`src/rtl/pwm_pkg.sv`:
```
// Shared constants for the PWM timebase: register map, CTRL field
// positions and reset values.
package pwm_pkg;

  localparam logic [1:0] ADDR_CTRL   = 2'd0;
  localparam logic [1:0] ADDR_PERIOD = 2'd1;
  localparam logic [1:0] ADDR_DUTY   = 2'd2;
  localparam logic [1:0] ADDR_STATUS = 2'd3;

  localparam int CTRL_EN_BIT  = 0;
  localparam int CTRL_PRE_LSB = 8;

  // Reset values; multi-bit registers replicate these fill bits across their width.
  localparam logic RST_ENABLE      = 1'b0;
  localparam logic RST_TICK        = 1'b0;
  localparam logic RST_COUNT_FILL  = 1'b0;
  localparam logic RST_PERIOD_FILL = 1'b1;
  localparam logic RST_DUTY_FILL   = 1'b0;
  localparam logic RST_PRESC_FILL  = 1'b0;

endpackage

```
`src/rtl/pwm_prescaler.sv`:
```
// Clock-enable generator: step pulses once every (prescale+1) cycles while
// enabled; the divider restarts from zero whenever the timebase is disabled.
module pwm_prescaler
  import pwm_pkg::*;
#(
  parameter int PRE_W = 8
) (
  input  logic             clk,
  input  logic             reset_n,
  input  logic             enable,
  input  logic [PRE_W-1:0] prescale,
  output logic             step
);

  logic [PRE_W-1:0] presc_cnt_q;
  logic [PRE_W-1:0] presc_cnt_d;
  logic             step_int;

  assign step_int = enable && (presc_cnt_q == prescale);
  assign step     = step_int;

  always_comb begin
    presc_cnt_d = presc_cnt_q + 1'b1;
    if (!enable || step_int) begin
      presc_cnt_d = {PRE_W{RST_PRESC_FILL}};
    end
  end

  always_ff @(posedge clk) begin
    if (!reset_n) begin
      presc_cnt_q <= {PRE_W{RST_PRESC_FILL}};
    end else begin
      presc_cnt_q <= presc_cnt_d;
    end
  end

endmodule

```
`src/rtl/pwm_timebase.sv`:
```
// PWM timebase: CTRL/PERIOD/DUTY register file, double-buffered period and
// duty, and a prescaled up-counter feeding the downstream comparator.
module pwm_timebase
  import pwm_pkg::*;
#(
  parameter int W     = 8,
  parameter int PRE_W = 8
) (
  input  logic         clk,
  input  logic         reset_n,
  input  logic         we,
  input  logic [1:0]   addr,
  input  logic [31:0]  wdata,
  output logic [31:0]  rdata,
  output logic [W-1:0] count,
  output logic [W-1:0] duty,
  output logic         period_tick
);

  logic             enable_q,     enable_d;
  logic [PRE_W-1:0] prescale_q,   prescale_d;
  logic [W-1:0]     period_sh_q,  period_sh_d;
  logic [W-1:0]     period_act_q, period_act_d;
  logic [W-1:0]     duty_sh_q,    duty_sh_d;
  logic [W-1:0]     duty_act_q,   duty_act_d;
  logic [W-1:0]     count_q,      count_d;
  logic             tick_q,       tick_d;
  logic             step;
  logic [31:0]      rdata_c;

  wire unused_wdata = &{1'b0, wdata};

  pwm_prescaler #(.PRE_W(PRE_W)) u_prescaler (
    .clk      (clk),
    .reset_n  (reset_n),
    .enable   (enable_q),
    .prescale (prescale_q),
    .step     (step)
  );

  always_comb begin
    enable_d    = enable_q;
    prescale_d  = prescale_q;
    period_sh_d = period_sh_q;
    duty_sh_d   = duty_sh_q;
    if (we) begin
      case (addr)
        ADDR_CTRL: begin
          enable_d   = wdata[CTRL_EN_BIT];
          prescale_d = wdata[CTRL_PRE_LSB +: PRE_W];
        end
        ADDR_PERIOD: period_sh_d = wdata[W-1:0];
        ADDR_DUTY:   duty_sh_d   = wdata[W-1:0];
        default: ;
      endcase
    end
  end

  // Active registers only ever load the pre-write shadow, so a write landing
  // on a wrap edge takes effect one period later.
  always_comb begin
    count_d      = count_q;
    period_act_d = period_act_q;
    duty_act_d   = duty_act_q;
    tick_d       = 1'b0;
    if (!enable_q) begin
      period_act_d = period_sh_q;
      duty_act_d   = duty_sh_q;
    end else if (step) begin
      if (count_q == period_act_q) begin
        count_d      = {W{RST_COUNT_FILL}};
        period_act_d = period_sh_q;
        duty_act_d   = duty_sh_q;
        tick_d       = 1'b1;
      end else begin
        count_d = count_q + 1'b1;
      end
    end
  end

  always_ff @(posedge clk) begin
    if (!reset_n) begin
      enable_q     <= RST_ENABLE;
      prescale_q   <= {PRE_W{RST_PRESC_FILL}};
      period_sh_q  <= {W{RST_PERIOD_FILL}};
      period_act_q <= {W{RST_PERIOD_FILL}};
      duty_sh_q    <= {W{RST_DUTY_FILL}};
      duty_act_q   <= {W{RST_DUTY_FILL}};
      count_q      <= {W{RST_COUNT_FILL}};
      tick_q       <= RST_TICK;
    end else begin
      enable_q     <= enable_d;
      prescale_q   <= prescale_d;
      period_sh_q  <= period_sh_d;
      period_act_q <= period_act_d;
      duty_sh_q    <= duty_sh_d;
      duty_act_q   <= duty_act_d;
      count_q      <= count_d;
      tick_q       <= tick_d;
    end
  end

  always_comb begin
    rdata_c = '0;
    case (addr)
      ADDR_CTRL: begin
        rdata_c[CTRL_EN_BIT]                = enable_q;
        rdata_c[CTRL_PRE_LSB +: PRE_W]      = prescale_q;
      end
      ADDR_PERIOD: rdata_c[W-1:0] = period_sh_q;
      ADDR_DUTY:   rdata_c[W-1:0] = duty_sh_q;
      default: begin
        rdata_c[W-1:0] = count_q;
        rdata_c[W]     = tick_q;
      end
    endcase
  end

  assign rdata       = rdata_c;
  assign count       = count_q;
  assign duty        = duty_act_q;
  assign period_tick = tick_q;

endmodule

```
`config.mk`:
```
export PLATFORM = sky130hd
export DESIGN_NAME = pwm_timebase
export DESIGN_NICKNAME = d
export VERILOG_FILES = /design/src/rtl/pwm_pkg.sv /design/src/rtl/pwm_prescaler.sv /design/src/rtl/pwm_timebase.sv
export SDC_FILE = /design/constraint.sdc
export NUM_CORES = 1
export LEC_CHECK = 0
export CORE_MARGIN = 2
export CORE_UTILIZATION = 51
export CTS_CLUSTER_DIAMETER = 60
export CTS_CLUSTER_SIZE = 25
export DETAILED_ROUTE_END_ITERATION = 7
export GPL_TIMING_DRIVEN = 0
export PLACE_DENSITY = 0.89
export SLEW_MARGIN = 20
export SYNTH_ARGS = -nofsm -noshare
export SYNTH_HDL_FRONTEND = slang
export SYNTH_SLANG_ARGS = --single-unit
```
`constraint.sdc`:
```
create_clock -name clk -period 5 [get_ports clk]
set_input_delay 1 -clock clk [delete_from_list [all_inputs] [get_ports clk]]
set_output_delay 1 -clock clk [all_outputs]
set_load 0.005 [all_outputs]
```
======== Yosys cells after proc, flatten, opt, wreduce, memory -nomap -nowiden ========
Cells that the tools add are included.
cells by class
  add/sub/neg operators ................... 2
  equality and inequality tests ........... 6
  multiplexer cells ....................... 12
  bitwise operators ....................... 1
  reduce and logical (&&, ||, !) cells .... 12
operators by type and width
  kind                                                 number
  2-to-1 mux 8 bit                                     7
  case mux 7 bit (3 select lines)                      1
  adder 8 x 1 -> 8 bit, second input constant          2
  equality test 8 bit                                  2
  AND reduction 2 bit                                  5
  2-to-1 mux 7 bit                                     1
  != test 2 x 1 -> 1 bit, second input constant        2
  OR reduction 2 bit                                   2
  case mux 1 bit (3 select lines)                      1
  AND reduction 3 bit                                  1
  equality test 2 x 1 -> 1 bit, second input constant  1
  equality test 2 bit, second input constant           1
  logical NOT 2 bit                                    1
  case mux 1 bit (2 select lines)                      1
  logical AND 1 bit                                    1
  logical NOT 1 bit                                    1
  logical OR 1 bit                                     1
  2-to-1 mux 1 bit                                     1
  inverter 1 bit                                       1
word-level totals
  register bits after elaboration ......... 58
  input port bits ......................... 37
  output and inout bits ................... 49

======== Depth between registers and ports, before layout ========
  depth in word-level cells ............... 4
  gate-level depth with buffers ........... 7
  gate-level depth less buffers ........... 6

======== By module ========
A second synthesis with hierarchy kept.
unflattened totals
  cell total of the unflattened synthesis .. 359
  area total of the unflattened synthesis .. 3129.3 um2
modules (own cells, without submodules)
  module         instances  cells each  area an instance (um2)  seq. area each (um2)
  pwm_timebase   1          313         2658.8                  1001.0
  pwm_prescaler  1          46          470.5                   160.2

======== Worst setup path before layout ========
OpenSTA, ideal clock, no wires.
  kind .................................... input to output
  start ................................... in addr[0]
  end ..................................... out rdata[1]
  arrival ................................. 1.845 ns
  required time ........................... 4.000 ns
  path slack .............................. 2.155 ns
  cell stages on the path ................. 3
  buffers on the path ..................... 1
  cells stage by stage .................... clkbuf_1 -> mux2_2 -> a22o_1
between the ends
  word-level cells in the longest chain between the ends .. 2
  elaborated cells between the ends (all ways) .. 4
ends and longest elaborated chain
  element                                            line                 source
  start, declared                                    pwm_timebase.sv:12   input logic [1:0] addr,
  equality test 2 bit, or another cell as far along  pwm_timebase.sv:105  case (addr)
  case mux 7 bit (3 select lines) *                  pwm_timebase.sv:105
  end, declared                                      pwm_timebase.sv:14   output logic [31:0] rdata,
Mark *: on every way between the ends. The rest lies on a longest branch, timed or not.

======== Worst setup path in the final report ========
  start ................................... in addr[0]
  end ..................................... out rdata[2]
The elaborated chain is that of the path after synthesis.

==> impl_metrics.csv <==
group,metric,value,unit
clock_network,numCtsBuffers,9,
power_and_ir_drop,worst_ir_drop_vdd,168,uV
timing,layout_worst_path_cycle_share,80.3,%
clock_network,cts_setup_buffers,0,
floorplanning,die_area,0.00621,sq mm
power_and_ir_drop,power.total,0.00105,W
detailed_routing,drt.antenna.violating_nets,0,
global_route,grt_pass1_vias,2497,
global_route,grt_start_max_net_pins,11,
detailed_routing,detailroute.wirelength.met2,3360,um
final_layout,synthToLayoutAreaGrowth,30.5,%
synth,netlist_instances,323,
power_and_ir_drop,leakage_power_of_the_design,1.51,nW
detailed_routing,met3_length,503,um
synth,synth_cell_types,37,
worst_setup_path,cp_slowest_cell,"sky130_fd_sc_hd__clkdlybuf4s50_1",
worst_setup_path,maximum_fanout_along_the_worst_path,10,
detailed_routing,detail_route.vias_per_cell,5.43,
clock_network,hold_buffers,0,
worst_setup_path,worstSetupPathType,"in2out",
worst_setup_path,reg2reg_depth,7,
job,max-cap-violations,0,
floorplanning,floorplan.die.width,78.8,um
floorplanning,design.core.area,0.00544,sq mm
global_route,grt-ovfl-total,0,
worst_setup_path,reg2reg_to,"period_act_q[3]$_SDFFE_PN1P_",
floorplanning,die_y,78.8,um
place,dp.cells,462,
clock_network,post_cts_resize_count,0,
timing,fmax,0.249,GHz
worst_setup_path,critical_path.max_stage_delay,0.50,ns
final_layout,final_util,68.5,%
clock_network,cts.path.max_buffers,2,
clock_network,tritoncts,"yes",
hold_path,hold_path_startpoint,"duty[4]$_SDFFE_PN0P_",
timing,period_minus_slack,4.01,ns
hold_path,min_delay_path_depth,2,
synth,ys_warn_count,0,
synth,async_reset_ff_share,0,%
timing,worst_pin_slew,0.568,ns
synth,yosys_register_bits,58,
floorplanning,num_io_pins,86,
power_and_ir_drop,power-per-cell-area,281,mW/mm^2
timing,finalSetupViolCount,0,
timing,timing.slew.headroom,62.0,%
worst_setup_path,worstSetupStartpointType,"input port",
detailed_routing,wirelength_routed,7180,um
clock_network,deepest_level_of_the_cts_h_tree,3,
status,run_status,"completed",
clock_network,cts_root_buffer,"sky130_fd_sc_hd__clkbuf_8",
timing,worst_hold_slack,0.453,ns
worst_setup_path,critical_path.top_delay_family,"buffers and inverters",
synth,mappedNetlistArea,0.00285,sq mm
synth,sequential_fraction_of_the_synthesis_area,40.7,%
clock_network,clock_insertion_delay_worst_skew,0.34,ns
detailed_routing,drc,0,
final_layout,antenna_diode_count,0,
detailed_routing,starting_drc_count_in_detailed_routing,339,
worst_setup_path,crit_required,4.00,ns
worst_setup_path,critical_path_cell_count,5,
global_route,antenna_found_initial,0,
worst_setup_path,timing.critical_path.buf_inv,3,
synth,synth_edf_count,0,
final_layout,drive_above_1_share,10.9,%
place,port_buffers,52,
timing,final-hold-violation-count,0,
detailed_routing,routed.top_layer,"met4",
worst_setup_path,r2r-start,"count[4]$_SDFFE_PN0P_",
detailed_routing,num_vias,2592,
hold_path,hold_path_end,"duty[4]$_SDFFE_PN0P_",
detailed_routing,drt-wirelength-per-cell,15.0,um
clock_network,cts_sinks,58,
clock_network,clk_pin_slew,0.06,ns
synth,syn-mean-instance-area,8.84,sq um
global_route,grt_pass1_wl,11800,um
worst_setup_path,crit_path_cell_trace,"clkdlybuf4s50_1 -> clkbuf_1 -> mux2_2 -> a22o_1 -> clkdlybuf4s50_1",
hold_path,hold_crit_class,"reg2reg",
global_route,grt.total_usage,24.6,%
floorplanning,floorplan.rows,27,
detailed_routing,route.layer.met1.wl,3100,um
detailed_routing,firstDrtPassIters,5,
timing,tns,0,ns
timing,clock-skew-final,0.00587,ns
timing,grt_setup_unrepaired,"false",
worst_setup_path,critical-path-top-cell-by-count,"sky130_fd_sc_hd__clkdlybuf4s50_1",
place,dp.final_hpwl,5180,um
floorplanning,start_util,52.5,%
place,gp_congestion,0.884,
final_layout,final_cells,477,
synth,synth_flop_cell,"sky130_fd_sc_hd__dfxtp_1",
final_layout,fillCellCount,422,
final_layout,finish.net_count,440,
worst_setup_path,timing.critical_path.arrival,3.01,ns
worst_setup_path,critical_path.endpoint_type,"output port",
worst_setup_path,reg2reg_slack,2.91,ns
timing,report.final.slew_viol_count,0,
cells by family after synthesis:
logic type      after synthesis  synth area share (%)
flops                        58                  40.7
compound gates               39                  9.29
simple gates                140                  24.6
buf+inv                      35                  7.85
mux                          25                  9.51
fa+ha+maj                     2                 0.877
xor+xnor                     23                  7.06
other cells                   1                 0.131
layer usage:
| layer | vias to the layer above | global-route usage [%] |
|---|---|---|
| li1 | 1230 | - |
| met1 | 1204 | 32.4 |
| met2 | 132 | 38.3 |
| met3 | 26 | 3.98 |
| met4 | 0 | 14.0 |
| met5 | - | 0 |
sequential cells by signal (all words and copies together) (netlist names):
register	flops
period_act_q	8
enable_q	1
period_tick	1
duty_sh_q	8
prescale_q	8
duty	8
u_prescaler.presc_cnt_q	8
period_sh_q	8
count	8
worst reg2reg max path, delay by kind of cell (launching register included):
family          cells  cell delay [ns]
flops               1             0.53
xor+xnor            1             0.17
buf+inv             2             0.30
simple gates        2             0.51
mux                 1             0.21
compound gates      1             0.26
report_power, final:
group	internal (W)	switching [W]
clock	0.000268	0.000183
sequential	0.000474	0.0000104
combinational	0.0000597	0.0000522
final cells by class:
| type | instances | area, sq um | area share, % |
|---|---|---|---|
| Buffer | 32 | 213 | 5.71 |
| Tap cell | 72 | 90.1 | 2.42 |
| Multi-Input combinational cell | 245 | 1530 | 40.9 |
| Timing Repair Buffer | 52 | 520 | 14.0 |
| Sequential cell | 58 | 1160 | 31.2 |
| Clock inverter | 2 | 35.0 | 0.941 |
| Clock buffer | 13 | 169 | 4.53 |
| Inverter | 3 | 11.3 | 0.302 |
synth_stat cells (10+ instances only):
cell                       count  share of area (%)
sky130_fd_sc_hd__dfxtp_1      58                 41
sky130_fd_sc_hd__a21boi_0     11                2.9
sky130_fd_sc_hd__xor2_1       12                3.7
sky130_fd_sc_hd__nor2b_1      10                2.2
sky130_fd_sc_hd__nor2_1       11                1.4
sky130_fd_sc_hd__buf_4        16                4.2
sky130_fd_sc_hd__and2_1       10                2.2
sky130_fd_sc_hd__clkbuf_1     11                1.4
sky130_fd_sc_hd__nand2_1      62                8.2
sky130_fd_sc_hd__mux2i_1      17                6.0
sky130_fd_sc_hd__nand3_1      27                4.7
sky130_fd_sc_hd__xnor2_1      11                3.4
worst max path at each step:
stage	from	slack, ns	end
after floorplan	addr[0]	2.15	rdata[1]
after global placement	addr[0]	1.05	rdata[2]
after detailed placement	addr[0]	1.00	rdata[2]
after CTS	addr[0]	1.00	rdata[2]
after global routing	addr[0]	0.89	rdata[2]
final	addr[0]	0.99	rdata[2]
per-stage QoR:
stage / worst slack (ns) / area, sq um
floorplan: 2.15 / 2910
global placement: 1.05 / 3520
detailed placement: 1.00 / 3520
CTS: 1.00 / 3720
global route: 0.891 / 3720
finish: 0.985 / 3720
placed cells by master (no fill, tap or decap), drive strengths merged, types with 2 or more instances in the layout:
master and instances:
nand2 62, dfxtp 58, clkdlybuf4s50 52, nand3 27, clkbuf 24, buf 21
mux2i 17, conb 16, xor2 12, nor2 11, xnor2 11, a21boi 11
nor2b 10, and2 10, o21ai 10, mux2 7, a22o 7, a21oi 5
nand3b 4, and3 4, inv 3, nor3 3, and4 3, nand4 2
nor4 2, o211ai 2, o22ai 2, ha 2
Power figures use the tool's default switching activity.
